### src/rtl/imem_pkg.sv
`default_nettype none
// ============================================================================
// Module      : imem_pkg
// Description : IMEM geometry, pad instruction and loader state encoding.
// Revision    : 1.0
// ============================================================================
package imem_pkg;

    localparam int          IMEM_DEPTH = 128;
    localparam int          IMEM_AW    = $clog2(IMEM_DEPTH);
    localparam logic [31:0] HALT_INSN  = 32'h0000_0063;

    typedef enum logic [2:0] {
        S_IDLE  = 3'd0,
        S_RECV  = 3'd1,
        S_WRITE = 3'd2,
        S_PAD   = 3'd3,
        S_DRAIN = 3'd4,
        S_DONE  = 3'd5
    } loader_state_t;

    // Little-endian lane insert: lane 0 occupies bits 7:0.
    function automatic logic [31:0] insert_byte(input logic [31:0] word,
                                                input logic [1:0]  lane,
                                                input logic [7:0]  b);
        logic [31:0] w_res;
        w_res = word;
        case (lane)
            2'd0:    w_res[7:0]   = b;
            2'd1:    w_res[15:8]  = b;
            2'd2:    w_res[23:16] = b;
            default: w_res[31:24] = b;
        endcase
        return w_res;
    endfunction

endpackage
`default_nettype wire

### src/rtl/imem_loader_if.sv
`default_nettype none
// ============================================================================
// Module      : imem_loader_if
// Description : Byte stream valid/ready channel from host source to loader.
// Revision    : 1.0
// ============================================================================
interface imem_loader_if;
    logic       byte_valid;
    logic [7:0] byte_data;
    logic       byte_last;
    logic       byte_ready;

    modport master (output byte_valid, byte_data, byte_last, input byte_ready);
    modport slave  (input byte_valid, byte_data, byte_last, output byte_ready);
endinterface
`default_nettype wire

### src/rtl/imem_loader.sv
`default_nettype none
// ============================================================================
// Module      : imem_loader
// Description : Packs a byte stream into LE words, writes IMEM from word 0,
//               pads the remainder with HALT_INSN and holds the CPU meanwhile.
// Revision    : 1.0
// ============================================================================
module imem_loader #(
    parameter int          DEPTH     = imem_pkg::IMEM_DEPTH,
    parameter int          AW        = imem_pkg::IMEM_AW,
    parameter logic [31:0] HALT_INSN = imem_pkg::HALT_INSN
) (
    input  wire logic          clk,
    input  wire logic          rst_n,
    input  wire logic          start,
    imem_loader_if.slave       src,
    output logic               we,
    output logic [AW-1:0]      waddr,
    output logic [31:0]        wdata,
    output logic               cpu_hold,
    output logic               busy,
    output logic               done,
    output logic               err_overflow,
    output logic [AW:0]        word_count
);
    import imem_pkg::*;

    localparam logic [AW-1:0] c_LAST_ADDR = AW'(DEPTH - 1);
    localparam logic [AW:0]   c_CNT_MAX   = (AW+1)'(DEPTH);

    loader_state_t  r_state;
    logic [AW-1:0]  r_ptr;
    logic [1:0]     r_byte_idx;
    logic [31:0]    r_asm;
    logic           r_last_seen;
    logic           r_byte_ready;
    logic           r_we;
    logic [AW-1:0]  r_waddr;
    logic [31:0]    r_wdata;
    logic           r_busy;
    logic           r_done;
    logic           r_err;
    logic [AW:0]    r_word_count;

    logic           w_accept;
    logic [31:0]    w_asm_next;

    assign w_accept   = src.byte_valid && r_byte_ready;
    assign w_asm_next = insert_byte(r_asm, r_byte_idx, src.byte_data);

    always_ff @(posedge clk or negedge rst_n) begin
        if (!rst_n) begin
            r_state      <= S_IDLE;
            r_ptr        <= '0;
            r_byte_idx   <= '0;
            r_asm        <= '0;
            r_last_seen  <= 1'b0;
            r_byte_ready <= 1'b0;
            r_we         <= 1'b0;
            r_waddr      <= '0;
            r_wdata      <= '0;
            r_busy       <= 1'b0;
            r_done       <= 1'b0;
            r_err        <= 1'b0;
            r_word_count <= '0;
        end else begin
            r_we <= 1'b0;
            case (r_state)
                S_IDLE, S_DONE: begin
                    if (start) begin
                        r_state      <= S_RECV;
                        r_ptr        <= '0;
                        r_byte_idx   <= '0;
                        r_asm        <= '0;
                        r_last_seen  <= 1'b0;
                        r_word_count <= '0;
                        r_done       <= 1'b0;
                        r_err        <= 1'b0;
                        r_byte_ready <= 1'b1;
                        r_busy       <= 1'b1;
                    end
                end
                S_RECV: begin
                    if (w_accept) begin
                        r_last_seen <= src.byte_last;
                        r_asm       <= w_asm_next;
                        if (r_byte_idx == 2'd3 || src.byte_last) begin
                            // Word is presented in the cycle after its final byte
                            r_state      <= S_WRITE;
                            r_byte_ready <= 1'b0;
                            r_we         <= 1'b1;
                            r_waddr      <= r_ptr;
                            r_wdata      <= w_asm_next;
                        end else begin
                            r_byte_idx <= r_byte_idx + 2'd1;
                        end
                    end
                end
                S_WRITE: begin
                    r_byte_idx <= '0;
                    r_asm      <= '0;
                    if (r_word_count != c_CNT_MAX)
                        r_word_count <= r_word_count + (AW+1)'(1);
                    if (r_last_seen) begin
                        if (r_ptr != c_LAST_ADDR) begin
                            r_state <= S_PAD;
                            r_ptr   <= r_ptr + AW'(1);
                            r_we    <= 1'b1;
                            r_waddr <= r_ptr + AW'(1);
                            r_wdata <= HALT_INSN;
                        end else begin
                            r_state <= S_DONE;
                            r_done  <= 1'b1;
                            r_busy  <= 1'b0;
                        end
                    end else if (r_ptr == c_LAST_ADDR) begin
                        r_state      <= S_DRAIN;
                        r_err        <= 1'b1;
                        r_byte_ready <= 1'b1;
                    end else begin
                        r_state      <= S_RECV;
                        r_ptr        <= r_ptr + AW'(1);
                        r_byte_ready <= 1'b1;
                    end
                end
                S_PAD: begin
                    if (r_ptr == c_LAST_ADDR) begin
                        r_state <= S_DONE;
                        r_done  <= 1'b1;
                        r_busy  <= 1'b0;
                    end else begin
                        r_ptr   <= r_ptr + AW'(1);
                        r_we    <= 1'b1;
                        r_waddr <= r_ptr + AW'(1);
                        r_wdata <= HALT_INSN;
                    end
                end
                S_DRAIN: begin
                    if (w_accept && src.byte_last) begin
                        r_state      <= S_DONE;
                        r_byte_ready <= 1'b0;
                        r_done       <= 1'b1;
                        r_busy       <= 1'b0;
                    end
                end
                default: begin
                    r_state      <= S_IDLE;
                    r_byte_ready <= 1'b0;
                    r_busy       <= 1'b0;
                end
            endcase
        end
    end

    assign src.byte_ready = r_byte_ready;
    assign we             = r_we;
    assign waddr          = r_waddr;
    assign wdata          = r_wdata;
    assign cpu_hold       = r_busy;
    assign busy           = r_busy;
    assign done           = r_done;
    assign err_overflow   = r_err;
    assign word_count     = r_word_count;

endmodule
`default_nettype wire

### src/flat_wrapper.sv
// flat-port wrapper written by rule: the top's interface ports become plain ports
module imem_loader_flat import imem_pkg::*;
#(
    parameter int          DEPTH     = imem_pkg::IMEM_DEPTH,
    parameter int          AW        = imem_pkg::IMEM_AW,
    parameter logic [31:0] HALT_INSN = imem_pkg::HALT_INSN
)
  (clk, rst_n, start, we, waddr, wdata, cpu_hold, busy, done, err_overflow, word_count, src_byte_valid, src_byte_data, src_byte_last, src_byte_ready);
  imem_loader_if src_i ();
  input  wire logic clk;
  input  wire logic rst_n;
  input  wire logic start;
  output logic we;
  output logic [AW-1:0] waddr;
  output logic [31:0] wdata;
  output logic cpu_hold;
  output logic busy;
  output logic done;
  output logic err_overflow;
  output logic [AW:0] word_count;
  input wire logic [$bits(src_i.byte_valid)-1:0] src_byte_valid;
  input wire logic [$bits(src_i.byte_data)-1:0] src_byte_data;
  input wire logic [$bits(src_i.byte_last)-1:0] src_byte_last;
  output wire logic [$bits(src_i.byte_ready)-1:0] src_byte_ready;
  assign src_i.byte_valid = src_byte_valid;
  assign src_i.byte_data = src_byte_data;
  assign src_i.byte_last = src_byte_last;
  assign src_byte_ready = src_i.byte_ready;
  imem_loader #(.DEPTH(DEPTH), .AW(AW), .HALT_INSN(HALT_INSN)) u_core (.clk(clk), .rst_n(rst_n), .start(start), .src(src_i), .we(we), .waddr(waddr), .wdata(wdata), .cpu_hold(cpu_hold), .busy(busy), .done(done), .err_overflow(err_overflow), .word_count(word_count));
endmodule
### config.mk
export PLATFORM = sky130hd
export DESIGN_NAME = imem_loader_flat
export DESIGN_NICKNAME = d
export VERILOG_FILES = /design/src/rtl/imem_pkg.sv /design/src/rtl/imem_loader_if.sv /design/src/rtl/imem_loader.sv /design/src/flat_wrapper.sv
export SDC_FILE = /design/constraint.sdc
export NUM_CORES = 1
export LEC_CHECK = 0
export CAP_MARGIN = 20
export CORE_UTILIZATION = 50
export DETAILED_ROUTE_END_ITERATION = 16
export HOLD_SLACK_MARGIN = 0.06
export PLACE_DENSITY_LB_ADDON = 0.1
export SLEW_MARGIN = 30
export SYNTH_ARGS = -nofsm -noshare
export SYNTH_HDL_FRONTEND = slang
export SYNTH_SLANG_ARGS = --single-unit
### constraint.sdc
create_clock -name clk -period 2.2 [get_ports clk]
set_input_delay 0.44 -clock clk [delete_from_list [all_inputs] [get_ports clk]]
set_output_delay 0.44 -clock clk [all_outputs]
set_load 0.02 [all_outputs]
==> run_results.csv, run 1 <==
group,metric,value,unit
detailed_routing,drc,0,
setup_path,ff2ff_path_depth,4,
detailed_routing,wl_per_cell,17.0,µm
detailed_routing,totalWireLength,10500,µm
setup_path,crit_type,"reg -> reg",
layout,drive_above_1_share,0.178,
timing,fmax,0.476,GHz
layout,final_cells,617,
yosys,avgSynthCellArea,11.4,µm²
setup_path,end_kind,"flip-flop",
hold_path,worstHoldPathType,"reg -> reg",
yosys,synth_area_leaders,"dfrtp_1 (51%), mux2_2 (8.2%), mux2i_1 (7.3%)",
floorplanning,rows,35,
floorplanning,die-area,9970,µm²
yosys,synth_area_leader_cell,"dfrtp_1",
timing,holdWs,0.508,ns
timing,rsz0062_at_grt,"false",
yosys,syn_nets,438,
floorplanning,start_util,0.518,
hold_path,whs_endpoint,"u_core.r_asm[10]",
timing,final.setup.worst_slack,0.0999,ns
floorplanning,core_area,9240,µm²
hold_path,hp-start,"u_core.r_asm[10]",
cts,cts_made_buffers,9,
yosys,yosys_warnings,0,
cts,insertion_delay,0.36,ns
flow_run,maxCapViolCount,0,
power_and_ir_drop,p_per_area,1240,nW/µm²
floorplanning,io_pins,66,
timing,finalCriticalPeriod,2.10,ns
timing,worst_slew_pin_slew,0.665,ns
cts,cts_root_buffer,"clkbuf_8",
global_routing,top_usage_layer,"met2",
power_and_ir_drop,ir_worst_vdd,0.538,mV
placed_design,gp_congestion,0.820,
setup_path,regToRegStartpoint,"u_core.r_state[1]",
hold_path,min_path_cells,1,
cts,cts.sink_count,97,
yosys,synth_cell_types,55,
detailed_routing,first_pass_iters,4,
timing,tns,0,ns
detailed_routing,ant_nets,0,
setup_path,cp.required,2.46,ns
placed_design,place_ws,-0.0922,ns
setup_path,critPathMaxFanout,16,
cts,cts_buffer_depth,2,
detailed_routing,first_iter_violations,146,
outcome,status,"complete, no violations",
global_routing,grt_pass1_wl,17900,µm
layout,diodes,0,
timing,setup_viol,0,
detailed_routing,viasPerCell,5.68,
global_routing,gr-usage-met2,0.377,
floorplanning,die_h,99.8,µm
global_routing,grtUsageTotal,0.231,
cts,clk_pin_slew,0.09,ns
setup_path,crit_arrival,2.36,ns
power_and_ir_drop,p_leak,2.65,nW
timing,finalHoldViolCount,0,
cts,tritoncts,"built",
yosys,syn_inst,418,
floorplanning,die_x,99.8,µm
placed_design,place_inst,600,
cts,cts_setup_buffers,0,
detailed_routing,vias,3502,
timing,fin_crit_sh,0.955,
global_routing,grt_use_met1,0.315,
setup_path,r2r_slack,0.1,ns
global_routing,grt_pass1_vias,3562,
layout,nets,503,
yosys,yosysTopAreaCellShare,0.507,
cts,cts-htree-levels,3,
yosys,ys_seq_area_frac,0.507,
yosys,ys_ff_latch,97,
yosys,netlist_area,4790,µm²
timing,relSlewSlack,0.556,
setup_path,setup.worst_path.start_class,"flip-flop",
placed_design,dp_hpwl,7320,µm
placed_design,port_buffers,65,
layout,area.growth.synth_to_final,22.1,%
global_routing,use_met3,0.0439,
global_routing,grt_max_degree,35,
setup_path,r2r_end,"u_core.r_asm[6]",
timing,drv_slew,0,
global_routing,antenna_found_initial,0,
global_routing,grt_remaining_overflow,0,
timing,finClkSkew,0.00746,ns
[critical path, cell delays in order, from the launching register on]
cell,delay [ns]
dfrtp_1,0.56
or3b_1,0.62
nor2_4,0.28
o22ai_1,0.27
a22o_1,0.27
[per-stage QoR]
step | power [mW] | cell area (µm²) | utilization
2_1_floorplan | 4.94 | 4790 | -
3_3_place_gp | 6.00 | 5620 | 0.609
3_5_place_dp | 6.07 | 5620 | 0.609
4_1_cts | 7.32 | 5850 | 0.633
5_1_grt | 7.72 | 5850 | 0.633
6_report | 7.25 | 5850 | 0.633
[cell usage in the layout, fill, tap and decap left out, drive strengths merged, types with 3 or more instances in the layout]
master         netlist  layout
a21o                 3       3
a21oi               16      16
a22o                34      34
a2bb2oi              4       4
a31oi                3       3
and2                 6       6
buf                 28      25
clkbuf               8      11
clkdlybuf4s50        0      64
clkinvlp             0       3
dfrtp               97      97
ha                   7       7
inv                  9      10
mux2                35      35
mux2i               35      35
nand2               16      16
nand2b               5       5
nand3                7       7
nor2                40      40
nor2b                4       4
o21ai                9       9
o22ai                7       7
o31ai                3       3
or4                  4       4
xnor2                4       4
[synthesized netlist by cell type, drive strengths merged]
master   number
dfrtp        97
nor2         40
mux2         35
mux2i        35
a22o         34
buf          28
a21oi        16
nand2        16
inv           9
o21ai         9
clkbuf        8
ha            7
nand3         7
o22ai         7
and2          6
nand2b        5
a2bb2oi       4
nor2b         4
or4           4
xnor2         4
a21o          3
a31oi         3
o31ai         3
a221oi        2
a32o          2
and3          2
and4          2
nand4         2
nor3          2
nor3b         2
o211ai        2
o22a          2
o32ai         2
or2           2
xor2          2
a21bo         1
a311oi        1
a41o          1
and4b         1
nand4bb       1
o2bb2ai       1
o32a          1
o41ai         1
or3           1
or3b          1
[where the power goes]
part	switching, mW	internal, mW
Combinational	1.59	1.66
Clock	0.643	0.592
Sequential	0.401	2.36
[metal layers]
metal / routed length [µm] / vias up
met1: 4870 / 1757
li1: - / 1644
met5: 0 / -
met4: 124 / 0
met2: 5070 / 91
met3: 396 / 10
[how the worst max path moves through the flow]
stage,depth (start not counted),startpoint,slack [ns],to
floorplan,7,u_core.r_ptr[0],0.11,u_core.waddr[0]
global route,4,u_core.r_state[1],0.02,u_core.r_asm[22]
detailed placement,5,start,-0.09,u_core.r_asm[29]
global placement,5,start,-0.06,u_core.r_asm[19]
CTS,4,u_core.r_state[1],0.14,u_core.r_asm[31]
finish,4,u_core.r_state[1],0.1,u_core.r_asm[6]
[repair_timing]
| action | 4_1_cts | 5_1_grt |
|---|---|---|
| endpoints found under the hold margin | 31 | 0 |
| resized for setup | 0 | 0 |
| hold buffers | 1 | 0 |
[registers in the layout (all words and copies together) (netlist names), 2 cells and up]
signal / flops
u_core.wdata: 32
u_core.word_count: 8
u_core.r_ptr: 7
u_core.r_byte_idx: 2
u_core.r_asm: 32
u_core.waddr: 7
u_core.r_state: 3
[cell families (layout without fill, tap and decap cells)]
kind of cell,count (synthesis),count (layout),share of synthesized area
AO/OA/AOI/OAI,95,95,0.153
flip-flops,97,97,0.507
AND/OR/NAND/NOR,98,98,0.105
adder cells (fa/ha/maj),7,7,0.0183
XOR/XNOR,6,6,0.0110
buffers and inverters,45,115,0.0499
multiplexers,70,70,0.156
[area by class of cell]
type	count	area, µm²
Clock buffer	11	151
Clock inverter	5	61.3
Fill cell	785	3390
Inverter	9	33.8
Multi-Input combinational cell	276	2120
Sequential cell	97	2430
Tap cell	129	161
Timing Repair Buffer	90	888
Note: power is estimated with default switching activity, not from simulation.
==> run 2: changes to the inputs <==
Settings changed: CORE_MARGIN set to 10.
==> run 2 against run 1 <==
Effect of this change:
- clock skew rose by 0.0022 ns
- sequential cell count did not move
- final area rose by 0.19%
- power rose by 1.4%
- register-to-register slack got worse by 0.02 ns
- first-iteration DRC count rose by 72%
- critical path type unchanged
- highest routed layer unchanged
==> run_results.csv, run 2 (synthesis results as in run 1) <==
group,metric,value,unit
timing,finalCriticalPeriod,2.12,ns
setup_path,end_kind,"flip-flop",
detailed_routing,drc,0,
layout,nets,504,
setup_path,r2r_end,"u_core.wdata[13]",
power_and_ir_drop,p_leak,2.66,nW
placed_design,place_ws,-0.0929,ns
setup_path,crit_arrival,2.37,ns
global_routing,antenna_found_initial,0,
setup_path,crit_slowest_cell,"dfrtp_1",
setup_path,r2r_slack,0.08,ns
setup_path,path_cells,"ha_1 > and4_4 > and3_4 > o32ai_4 > buf_12 > clkbuf_16 > mux2_2",
setup_path,ff2ff_path_depth,7,
cts,insertion_delay,0.36,ns
detailed_routing,wl_per_cell,18.6,µm
outcome,status,"complete, no violations",
cts,clk_pin_slew,0.10,ns
detailed_routing,first_pass_iters,5,
global_routing,grt_pass1_wl,18500,µm
detailed_routing,vias,3518,
cts,cts-htree-levels,3,
floorplanning,io_pins,66,
setup_path,startpoint,"u_core.r_ptr[1]",
layout,most-common-layout-cells,"dfrtp_1 (97), clkdlybuf4s50_1 (64), nor2_1 (39)",
cts,cts_root_buffer,"clkbuf_8",
global_routing,grt_pass1_vias,3590,
floorplanning,start_util,0.515,
global_routing,grt_remaining_overflow,0,
layout,layout.cells.most_common,"dfrtp_1",
setup_path,regToRegStartpoint,"u_core.r_ptr[1]",
cts,cts.sink_count,97,
timing,relSlewSlack,0.523,
floorplanning,die-area,13900,µm²
placed_design,port_buffers,65,
cts,tritoncts,"built",
timing,finClkSkew,0.00969,ns
setup_path,setup.worst_path.start_class,"flip-flop",
floorplanning,core_area,9280,µm²
timing,worst_slew_pin_slew,0.716,ns
setup_path,worstSetupPathDepth,7,
setup_path,cp.required,2.45,ns
layout,drive_above_1_share,0.180,
floorplanning,rows,35,
cts,cts_buffer_depth,2,
detailed_routing,totalWireLength,11500,µm
setup_path,critPathMaxFanout,10,
layout,area.growth.synth_to_final,22.4,%
floorplanning,die_h,118,µm
timing,holdWs,0.508,ns
placed_design,dp_hpwl,7790,µm
setup_path,worst-path-buf-inv,2,
detailed_routing,ant_nets,0,
detailed_routing,first_iter_violations,251,
setup_path,max_stage_delay,0.42,ns
layout,fillers,786,
power_and_ir_drop,ir_worst_vdd,0.518,mV
global_routing,grtUsageTotal,0.159,
flow_run,maxCapViolCount,0,
timing,finalHoldViolCount,0,
cts,cts_made_buffers,9,
setup_path,cp-endpoint,"u_core.wdata[13]",
timing,fin_crit_sh,0.963,
timing,setup_viol,0,
placed_design,gp_congestion,0.839,
timing,fmax,0.472,GHz
cts,cts_resized,0,
floorplanning,die_x,118,µm
hold_path,worstHoldPathType,"in -> async",
global_routing,grt_max_degree,77,
timing,drv_slew,0,
detailed_routing,viasPerCell,5.69,
layout,diodes,0,
setup_path,cp_top_family,"flip-flops",
setup_path,crit_type,"reg -> reg",
timing,tns,0,ns
power_and_ir_drop,p_per_area,1250,nW/µm²
timing,final.setup.worst_slack,0.0810,ns
[run 2: cell count changes in the layout (fill, tap and decap cells not counted), sizes merged]
cell / previous run / this run
clkinv: 0 / 2
inv: 10 / 12
clkinvlp: 3 / 2
buf: 25 / 24
bufinv: 1 / 0
[run 2: power breakdown]
part           total, mW  leakage (nW)  internal (mW)  switching (mW)
registers           2.74          1.28           2.36           0.385
clock network       1.09        0.0879          0.424           0.671
logic               3.51          1.29           1.80            1.72
[run 2: timing repair]
action,in CTS,in global routing
setup buffers,0,1
endpoints found under the setup margin,0,34
hold buffers,1,0
hold endpoints to repair,21,0
[run 2: worst register-to-register path: cells and delay by family, from the launching register on]
family	cells	cell delay [ns]
AO/OA/AOI/OAI	1	0.26
multiplexers	1	0.33
AND/OR/NAND/NOR	2	0.40
buffers and inverters	2	0.34
adder cells (fa/ha/maj)	1	0.26
flip-flops	1	0.42
[run 2: final cells by class]
| type | instances | area, µm² | area share |
|---|---|---|---|
| flip-flops and latches | 97 | 2430 | 0.414 |
| multi-input cells | 276 | 2120 | 0.362 |
| repair buffers | 91 | 935 | 0.160 |
| well taps | 129 | 161 | 0.0276 |
| clock buffers | 9 | 124 | 0.0211 |
| clock inverters | 7 | 53.8 | 0.00919 |
| inverters | 9 | 33.8 | 0.00577 |
[run 2: layer usage]
layer / global-route usage / vias to the layer above / wire [µm]
li1: - / 1652 / -
met1: 0.201 / 1766 / 5210
met2: 0.256 / 84 / 5520
met3: 0.0398 / 16 / 548
met4: 0.0626 / 0 / 222
met5: 0 / - / 0
[run 2: how the worst min path moves through the flow]
| stage | startpoint | endpoint | slack, ns |
|---|---|---|---|
| 2_1_floorplan | rst_n | u_core.busy | 0.14 |
| 3_3_place_gp | rst_n | u_core.word_count[7] | 0.36 |
| 3_5_place_dp | rst_n | u_core.word_count[4] | 0.36 |
| 4_1_cts | rst_n | u_core.word_count[4] | 0.51 |
| 5_1_grt | rst_n | u_core.word_count[4] | 0.52 |
| 6_report | rst_n | u_core.word_count[4] | 0.51 |
[run 2: through the flow]
stage               std cells  area, µm²  power [mW]  utilization
global route              618       5860        7.85        0.631
finish                    618       5860        7.35        0.631
global placement          597       5590        6.00        0.602
detailed placement        597       5590        6.08        0.602
floorplan                 418       4790        4.94            -
CTS                       614       5780        7.18        0.622
==> run 3: changes to the inputs <==
Settings changed: ABC_AREA set to 1.
==> run 3 against run 2 <==
Effect of this change:
- critical path depth up 2
- clock-buffer cell count grew 1
- clock skew hardly changed
- combinational power up 12%
- worst hold slack got worse by 0.025 ns
- die area rose by 1.5%
- first-iteration DRC count rose by 6.8%
- global-route usage rose by 1.2 points
- worst setup slack improved by 0.18 ns
- clock power up 21%
- non-clock buffer count fell by 14
- sequential share of layout area is 0.35 points lower
- largest cell class unchanged
==> run_results.csv, run 3 <==
group,metric,value,unit
outcome,status,"complete, no violations",
layout,area.growth.synth_to_final,21.3,%
yosys,synth-edff-count,0,
cts,cts_made_buffers,9,
layout,seq_area,2430,µm²
layout,multiInputGateArea,2060,µm²
timing,relSlewSlack,0.641,
detailed_routing,vias,4273,
placed_design,port_buffers,65,
layout,drive_above_1_share,0.0641,
setup_path,r2r_end,"u_core.wdata[30]",
yosys,synthArstFlopShare,1.00,
timing,fmax,0.515,GHz
floorplanning,io_pins,66,
global_routing,antenna_found_initial,0,
yosys,syn_inst,636,
yosys,synth_most_common_cell,"nand2_1",
floorplanning,core_area,9370,µm²
yosys,ys_seq_area_frac,0.498,
timing,final.setup.worst_slack,0.258,ns
setup_path,r2r_slack,0.26,ns
timing,rsz0062_at_grt,"false",
floorplanning,start_util,0.520,
cts,cts_buffer_depth,2,
detailed_routing,wl_per_cell,14.0,µm
yosys,yosys_warnings,0,
layout,fillers,885,
timing,tns,0,ns
power_and_ir_drop,ir_worst_vdd,0.768,mV
yosys,synth_flop_cell,"dfrtp_1",
hold_path,worstHoldPathType,"reg -> reg",
global_routing,grt_pass1_wl,20500,µm
yosys,syn_nets,656,
timing,fin_crit_sh,0.883,
setup_path,regToRegStartpoint,"u_core.r_ptr[0]",
hold_path,hp-start,"u_core.waddr[4]",
power_and_ir_drop,p_per_area,1330,nW/µm²
floorplanning,rows,35,
yosys,ys_top_cells_by_count,"nand2_1 (220), dfrtp_1 (97), nand3_1 (80)",
detailed_routing,first_pass_iters,4,
setup_path,ff2ff_path_depth,9,
setup_path,crit_type,"reg -> reg",
global_routing,grt_remaining_overflow,0,
timing,finalHoldViolCount,0,
cts,cts_root_buffer,"clkbuf_8",
timing,setup_viol,0,
yosys,ys_ff_latch,97,
setup_path,crit_arrival,2.25,ns
power_and_ir_drop,p_leak,2.93,nW
placed_design,place_ws,0.227,ns
yosys,netlist_area,4870,µm²
yosys,synth_area_leader_cell,"dfrtp_1",
layout,most-common-layout-cells,"nand2_1 (220), dfrtp_1 (97), nand3_1 (80)",
hold_path,whs_endpoint,"u_core.waddr[4]",
timing,finClkSkew,0.00940,ns
yosys,synth_cell_types,23,
layout,layout.cells.most_common,"nand2_1",
layout,nets,717,
flow_run,maxCapViolCount,0,
cts,insertion_delay,0.37,ns
setup_path,end_kind,"flip-flop",
setup_path,cp.required,2.50,ns
setup_path,critPathMaxFanout,23,
detailed_routing,first_iter_violations,268,
placed_design,gp_congestion,0.863,
floorplanning,die_h,119,µm
floorplanning,die_x,119,µm
global_routing,grtUsageTotal,0.171,
timing,drv_slew,0,
timing,worst_slew_pin_slew,0.538,ns
cts,clk_pin_slew,0.09,ns
global_routing,grt_pass1_vias,4264,
setup_path,setup.worst_path.start_class,"flip-flop",
detailed_routing,totalWireLength,11700,µm
floorplanning,die-area,14100,µm²
cts,cts-htree-levels,3,
yosys,synth_area_leaders,"dfrtp_1 (50%), nand2_1 (17%), nand3_1 (8.2%)",
cts,tritoncts,"built",
global_routing,grt_max_degree,42,
cts,cts.sink_count,97,
yosys,yosysTopAreaCellShare,0.498,
hold_path,min_path_cells,2,
detailed_routing,ant_nets,0,
detailed_routing,drc,0,
timing,finalCriticalPeriod,1.94,ns
placed_design,dp_hpwl,8250,µm
layout,diodes,0,
yosys,avgSynthCellArea,7.66,µm²
detailed_routing,viasPerCell,5.14,
layout,final_util,0.630,
==> run 3: cell count changes after synthesis, moves of 10 or more <==
cell	before	now
nor2_1	39	28
mux2i_1	35	4
nand2_1	16	220
o21ai_0	9	51
o21ai_1	0	29
a22o_1	34	0
inv_1	9	60
mux2_2	35	0
nand3_1	7	80
a21oi_1	16	6
==> run 3: kinds of logic after synthesis <==
family,share of synthesized area
buffers and inverters,0.0794
DFF,0.498
adders and majority gates,0.0180
AOI/OAI and AO/OA,0.0917
and+or+nand+nor,0.295
xor gates and xnor gates,0.00899
muxes,0.00822
==> run 3: critical path, stage by stage (launching register included) <==
cell and delay, ns:
dfrtp_1 0.46, ha_1 0.26, nand3_1 0.11, inv_1 0.07
nand2_1 0.23, nand2_1 0.16, nand3_2 0.13, buf_4 0.26
nand3_1 0.12, nand2_1 0.09
==> run 3: per-stage QoR <==
stage	std cells	power, mW	area [µm²]	hold slack, ns
final	831	7.86	5910	0.483
after global routing	831	8.52	5910	0.508
after CTS	831	7.94	5910	0.486
after detailed placement	814	6.60	5670	0.458
after global placement	814	6.54	5670	0.457
after floorplan	636	5.16	4870	0.144
==> run 3: timing repair <==
action                                 CTS  global route
resized for setup                        0             0
hold buffers                             1             0
buffers inserted                         0             0
endpoints found under the hold margin   10             0
==> run 3: layout make-up <==
type,instances,share of cell area
clock buffer,10,0.0216
timing repair buffer,77,0.134
multi-input combinational,447,0.348
clock inverter,6,0.0165
tap,129,0.0273
inverter,65,0.0413
sequential,97,0.411
==> run 3: how the worst max path moves through the flow <==
stage                                  end  slack (ns)                 start
final                     u_core.wdata[30]        0.26       u_core.r_ptr[0]
after global routing       u_core.waddr[0]        0.09       u_core.r_ptr[0]
after CTS                    word_count[2]        0.25  u_core.word_count[2]
after detailed placement  u_core.wdata[29]        0.23         src_byte_last
after global placement     u_core.waddr[6]        0.28       u_core.r_ptr[0]
after floorplan           u_core.wdata[13]        0.52       u_core.r_ptr[0]
==> run 3: where the power goes <==
part | total, mW | switching [mW] | internal, mW
Sequential | 2.62 | 0.289 | 2.33
Combinational | 3.93 | 2.49 | 1.44
Clock | 1.32 | 0.663 | 0.660
Total | 7.86 | 3.44 | 4.43
==> run 3: layer usage <==
layer	routed length, µm	vias to the layer above	track usage	share of wire
met5	0	-	0	0
met3	533	14	0.0343	0.046
met1	5360	2017	0.217	0.46
li1	-	2147	-	-
met2	5580	95	0.286	0.48
met4	186	0	0.0557	0.016
